[src/rtl/rr_priority_arbiter.sv]
// LSB/MSB/round-robin arbiter with a registered one-hot grant and binary index, valid one cycle after request.
// A grant is held until ready; when ready, the next winner is registered in the same edge so grants run back-to-back.
module rr_priority_arbiter #(
   parameter int    WIDTH = 8,
   parameter string MODE  = "RR"
) (
   input  logic                     clock,
   input  logic                     reset,
   input  logic [WIDTH-1:0]         requests,
   input  logic                     ready,
   output logic [WIDTH-1:0]         grant,
   output logic [$clog2(WIDTH)-1:0] grant_index,
   output logic                     valid
);

   localparam int IW = $clog2(WIDTH);

   typedef enum logic {IDLE, HOLD} state_t;

   state_t           state, state_nxt;
   logic [IW-1:0]    ptr, ptr_nxt, ptr_inc;
   logic [IW-1:0]    idx_nxt;
   logic [WIDTH-1:0] grant_nxt;
   logic [WIDTH-1:0] masked;

   // Round-robin rotates the candidates so the pointer lands at bit 0, then maps the offset back.
   function automatic logic [IW-1:0] pick(input logic [WIDTH-1:0] cand, input logic [IW-1:0] start);
      logic [IW-1:0]      win;
      logic [IW-1:0]      off;
      logic [2*WIDTH-1:0] rot;
      logic [IW:0]        sum;
      win = '0;
      off = '0;
      rot = '0;
      sum = '0;
      if (MODE == "LSB") begin
         for (int i = WIDTH-1; i >= 0; i--)
            if (cand[i]) win = IW'(i);
      end else if (MODE == "MSB") begin
         for (int i = 0; i < WIDTH; i++)
            if (cand[i]) win = IW'(i);
      end else begin
         rot = {cand, cand} >> start;
         for (int i = WIDTH-1; i >= 0; i--)
            if (rot[i]) off = IW'(i);
         sum = {1'b0, start} + {1'b0, off};
         if (sum >= (IW+1)'(WIDTH)) sum = sum - (IW+1)'(WIDTH);
         win = sum[IW-1:0];
      end
      return win;
   endfunction

   assign masked  = requests & ~grant;
   assign ptr_inc = (grant_index == IW'(WIDTH-1)) ? '0 : grant_index + IW'(1);

   always_comb begin
      state_nxt = state;
      idx_nxt   = grant_index;
      ptr_nxt   = ptr;
      case (state)
         IDLE: begin
            if (|requests) begin
               idx_nxt   = pick(requests, ptr);
               state_nxt = HOLD;
            end
         end
         HOLD: begin
            if (ready) begin
               ptr_nxt = ptr_inc;
               if (|masked) begin
                  idx_nxt = pick(masked, ptr_inc);
               end else begin
                  idx_nxt   = '0;
                  state_nxt = IDLE;
               end
            end
         end
         default: state_nxt = IDLE;
      endcase
      grant_nxt = (state_nxt == HOLD) ? ({{(WIDTH-1){1'b0}}, 1'b1} << idx_nxt) : '0;
   end

   always_ff @(posedge clock) begin
      if (reset) begin
         state       <= IDLE;
         grant       <= '0;
         grant_index <= '0;
         ptr         <= '0;
      end else begin
         state       <= state_nxt;
         grant       <= grant_nxt;
         grant_index <= idx_nxt;
         ptr         <= ptr_nxt;
      end
   end

   assign valid = (state == HOLD);

endmodule

[config.mk]
export PLATFORM = sky130hd
export DESIGN_NAME = rr_priority_arbiter
export DESIGN_NICKNAME = d
export VERILOG_FILES = /design/src/rtl/rr_priority_arbiter.sv
export SDC_FILE = /design/constraint.sdc
export NUM_CORES = 1
export LEC_CHECK = 0
export ABC_AREA = 1
export BUFFER_PORTS_ARGS = -buffer_cell sky130_fd_sc_hd__buf_4
export CAP_MARGIN = 15
export CORE_ASPECT_RATIO = 0.75
export CORE_MARGIN = 4
export CORE_UTILIZATION = 55
export DETAILED_ROUTE_END_ITERATION = 8
export GPL_TIMING_DRIVEN = 0
export PLACE_DENSITY = 0.77
export SLEW_MARGIN = 20
export SYNTH_ARGS = -nofsm -noshare
export SYNTH_HDL_FRONTEND = slang
export SYNTH_SLANG_ARGS = --single-unit
export TNS_END_PERCENT = 5
[constraint.sdc]
create_clock -name clock -period 3.4 [get_ports clock]
set_input_delay 0.34 -clock clock [delete_from_list [all_inputs] [get_ports clock]]
set_output_delay 0.34 -clock clock [all_outputs]
set_load 0.05 [all_outputs]
; Word level (Yosys, flattened, before mapping)
; Index checks and enable logic that the tools add are counted.
[classes]
n_addsub = 5
order_cmp = 2
n_eq_ne = 1
n_shift = 3
mux = 32
bitwise_logic = 4
n_reduce_logical = 4
[op_table]
columns = cell, n
row1 = $mux 3, 27
row2 = $shr 16x3->8, 2
row3 = $reduce_or 8->1, 2
row4 = $add 3x3->4, 2
row5 = $and 8x8->8, 1
row6 = $ge 4x4->1 const B, 2
row7 = $not 8->8, 1
row8 = $shl 1x3->8 const A, 1
row9 = $pmux 3 s2, 1
row10 = $sub 3x1->3 const B, 2
row11 = $add 3x1->3 const B, 1
row12 = $eq 3x3->1 const B, 1
row13 = $mux 1, 3
row14 = $not 1->1, 2
row15 = $pmux 1 s2, 1
row16 = $reduce_and 2->1, 1
row17 = $reduce_or 2->1, 1
[totals]
ff_bits = 15
input_bits = 11
out_inout_bits = 12
word_cells = 55

; Longest topological paths before layout
[depth]
depth_word = 21
depth_mapped = 25
depth_no_buf = 25

; Worst setup path before layout
; OpenSTA, ideal clock, no wires.
[synth_path]
path_type = register to register
start = register grant_index[0]
end = register grant[4]
setup_time_ns = 0.065
arrival_ns = 3.322
required_ns = 3.335
setup_slack_ns = 0.012
stages_incl_launch_ff = 25
path_buffers = 0
period_less_slack_ns = 3.388
cell_sequence = dfxtp_1 ha_1 ha_1 inv_1 nand2_4 nand2_2 nand3_1 nand2_1 nand2_1 nand2_1 o21ai_0 nand2_1 a21boi_0 ha_1 inv_1 fa_1 xor2_1 inv_1 nand3_1 nand3_1 nand2_1 nand2_2 nand2_2 nand2_2 nor2_1
[synth_between]
elab_chain_len = 21
word_cells_on_any_way = 24
classes_between = add/sub (3) / order compare (1) / eq/ne (1) / shift (2) / mux (17)
[synth_rtl]
columns = element, line
row1 = start: declaration, 12  ; output logic [$clog2(WIDTH)-1:0] grant_index,
row2 = start signal: assignment, 92  ; grant_index <= idx_nxt;
row3 = $add 3x1->3 / $eq 3x3->1 (equally long branches), 54  ; assign ptr_inc = (grant_index == IW'(WIDTH-1)) ? '0 : grant_index + IW'(1);
row4 = $mux 3, 54
row5 = $shr 16x3->8, 43  ; rot = {cand, cand} >> start;
row6 = $mux 3 (8 in a row), 45  ; if (rot[i]) off = IW'(i);
row7 = $mux 3, 70  ; if (|masked) begin
row8 = $mux 3, 68  ; if (ready) begin
row9 = $mux 3, 60  ; case (state)
row10 = $add 3x3->4, 46  ; sum = {1'b0, start} + {1'b0, off};
row11 = $ge 4x4->1 / $sub 3x1->3 (equally long branches), 47  ; if (sum >= (IW+1)'(WIDTH)) sum = sum - (IW+1)'(WIDTH);
row12 = $mux 3, 47
row13 = $mux 3, 70
row14 = $mux 3, 68
row15 = $pmux 3 s2 *, 60
row16 = $shl 1x3->8 *, 80  ; grant_nxt = (state_nxt == HOLD) ? ({{(WIDTH-1){1'b0}}, 1'b1} << idx_nxt) : '0;
row17 = end signal: assignment, 91  ; grant <= grant_nxt;
row18 = end: declaration, 11  ; output logic [WIDTH-1:0] grant,
; Every way passes the cells marked *; elsewhere a longest branch is shown, timed or not. The select of a mux whose other input is x is not followed.
; A chain may end at the register's enable or synchronous reset.

; Worst setup path in the final report
[layout_path]
start = register grant_index[0]
end = register grant[6]
; The elaborated chain is that of the path after synthesis.

==> impl_metrics.yaml <==
timing:
  max_freq_ghz: 0.309
  worst_pin_slew_ps: 634
  slew_headroom_pct: 57.7
  fin_crit_sh_pct: 95.2
  finalHoldViolCount: 0
  setup_violations: 0
  clock_skew_ps: 3.21
  holdWs_ps: 296
  min_period_ps: 3240
  drv_slew: 0
floorplan:
  dieWidth_um: 71.4
  start_util_pct: 60.4
  die_y_um: 55.5
  num_rows: 16
  die-area_um2: 3960
  core-area_um2: 2740
  ioPinCount: 23
worst_setup_path:
  path_max_fanout: 5
  cpMostUsedCell: "nand2_1"
  r2r_cells: 25
  required_ps: 3590
  setup.worst_path.start: "grant_index[0]"
  cp_slowest_stage_delay_ps: 400
  cpMaxStageDelayCell: "fa_2"
  startpoint_type: "flop"
  rr_startpoint: "grant_index[0]"
  criticalPathCategory: "flop to flop"
  critPathCaptureType: "flop"
  worstPathArrival_ps: 3430
finish:
  final_cell_mix: "91 x nand2_1, 26 x inv_1, 26 x buf_4, 24 x nand3_1, 22 x nor2_1"
  fillCellCount: 222
  area_delta_synth_final_pct: 26.4
  finalNetCount: 323
  post-route-util_pct: 76.3
  layout_commonest_cell: "nand2_1"
  drive_gt1_share_pct: 31.8
  diodes: 0
drt:
  vias_per_cell: 5.37
  wire_per_inst_um: 12.9
  drt_iter0_drc: 151
  routed_wl_um: 4400
  antenna_left: 0
  first_pass_iters: 4
  vias: 1832
  drc: 0
power:
  vdd_drop_max_uv: 632
  power_density_nw_per_um2: 761
  power.static_leakage_uw: 0.00106
place:
  detailed_place_hpwl_um: 3450
  place_congestion: 0.906
  port_buffers: 22
grt:
  antenna_found_initial: 0
  grt.total_usage_pct: 21.6
  grt_first_pass_wirelength_um: 6990
  grt_pass1_vias: 1507
  grt_overflow: 0
  grt_max_degree: 11
synthesis:
  ys_ff_latch: 15
  yosys_warnings: 0
  synth_nets: 290
  syn_area_um2: 1660
  yosysUniqueCellTypes: 33
  synth_seq_area_share_pct: 18.1
  netlist_instances: 273
  post_synth.cell_area_avg_um2: 6.07
clock_tree:
  numCtsBuffers: 3
  cts_buffer_depth: 2
  clkSlewWorstSetupHoldPaths_ps: 60
  hold_buffers: 0
  ctsRootBufferMaster: "clkbuf_8"
  clock_sinks: 15
  cts_tree: "done"
  clkLatencyLatePin_ps: 250
  htree_levels: 1
status:
  status: "completed"
min_path:
  holdPathStages: 2
  hp-start: "reset"
  hp-class: "input pin to flop"
job:
  maxCapViolCount: 0
[worst paths after layout]
kind	to	slack (ps)
hold reg to reg	grant_index[2]	590
setup / recovery	grant[6]	160
hold / removal	grant_index[0]	300
setup reg to reg	grant[6]	160
[power by group]
group | switching, uW | internal [uW] | leakage (uW)
logic | 775 | 435 | 0.000908
registers | 28.1 | 211 | 0.000124
clock network | 62.5 | 81.2 | 0.0000255
[registers in the layout, summed over array words and instances, names as in the netlist]
register and cells:
ptr 3, valid 1, grant_index 3, grant 8
[synth_stat cells (all sizes together)]
library cell	number	area, um2
a211oi	3	22.5
a21boi	2	15.0
a21oi	5	28.8
a221oi	1	8.76
a31oi	2	12.5
a32oi	2	17.5
buf	7	63.8
dfxtp	15	300
fa	2	40.0
ha	4	50.1
inv	31	119
nand2	113	482
nand3	35	215
nand3b	1	7.51
nand4	3	18.8
nor2	27	121
nor3	1	5.00
o21a	2	15.0
o21ai	14	88.8
o21bai	1	7.51
xor2	2	17.5
[cells by family after synthesis]
group                    count (synthesis)  synth area share, %
AO/OA/AOI/OAI                           32                 13.1
flip-flops                              15                 18.1
XOR/XNOR                                 2                 1.06
adder cells (fa/ha/maj)                  6                 5.44
AND/OR/NAND/NOR                        180                 51.3
buffers and inverters                   38                 11.0
[timing repair]
action,CTS,global route
gates cloned,0,2
setup endpoints to repair,4,10
pin swaps,0,15
gates resized for setup,1,32
buffers inserted,0,4
[critical path: cells and delay by family (launching register included)]
family	cells	cell delay (ps)
buffers and inverters	3	170
flip-flops	1	370
adder cells (fa/ha/maj)	4	940
AND/OR/NAND/NOR	14	1100
AO/OA/AOI/OAI	3	370
XOR/XNOR	1	180
[area by class of cell]
type | instances | area (um2) | area share, %
Sequential cell | 15 | 305 | 14.6
Buffer | 7 | 63.8 | 3.05
Clock buffer | 3 | 41.3 | 1.97
Multi-Input combinational cell | 222 | 1310 | 62.8
Clock inverter | 1 | 5.00 | 0.239
Timing Repair Buffer | 26 | 195 | 9.32
Inverter | 31 | 124 | 5.92
Tap cell | 36 | 45.0 | 2.15
[metrics by stage]
stage	total power (uW)	instance area (um2)	setup TNS, ps	instances	worst slack (ps)
after floorplan	1040	1660	0	273	12.5
after global placement	1240	1870	0	331	45.9
after detailed placement	1260	1870	0	331	13.4
after CTS	1400	1910	0	335	46.2
after global routing	1730	2090	-310	341	-61.4
final	1590	2090	0	341	164
[metal layers]
| metal | vias to the layer above | track usage [%] | share of wire [%] |
|---|---|---|---|
| met5 | - | 0 | 0 |
| met4 | 0 | 2.41 | 0 |
| met3 | 0 | 4.17 | 8.6 |
| met2 | 71 | 28.1 | 38 |
| met1 | 815 | 36.2 | 53 |
| li1 | 946 | - | - |
(Power assumes the default switching activity.)
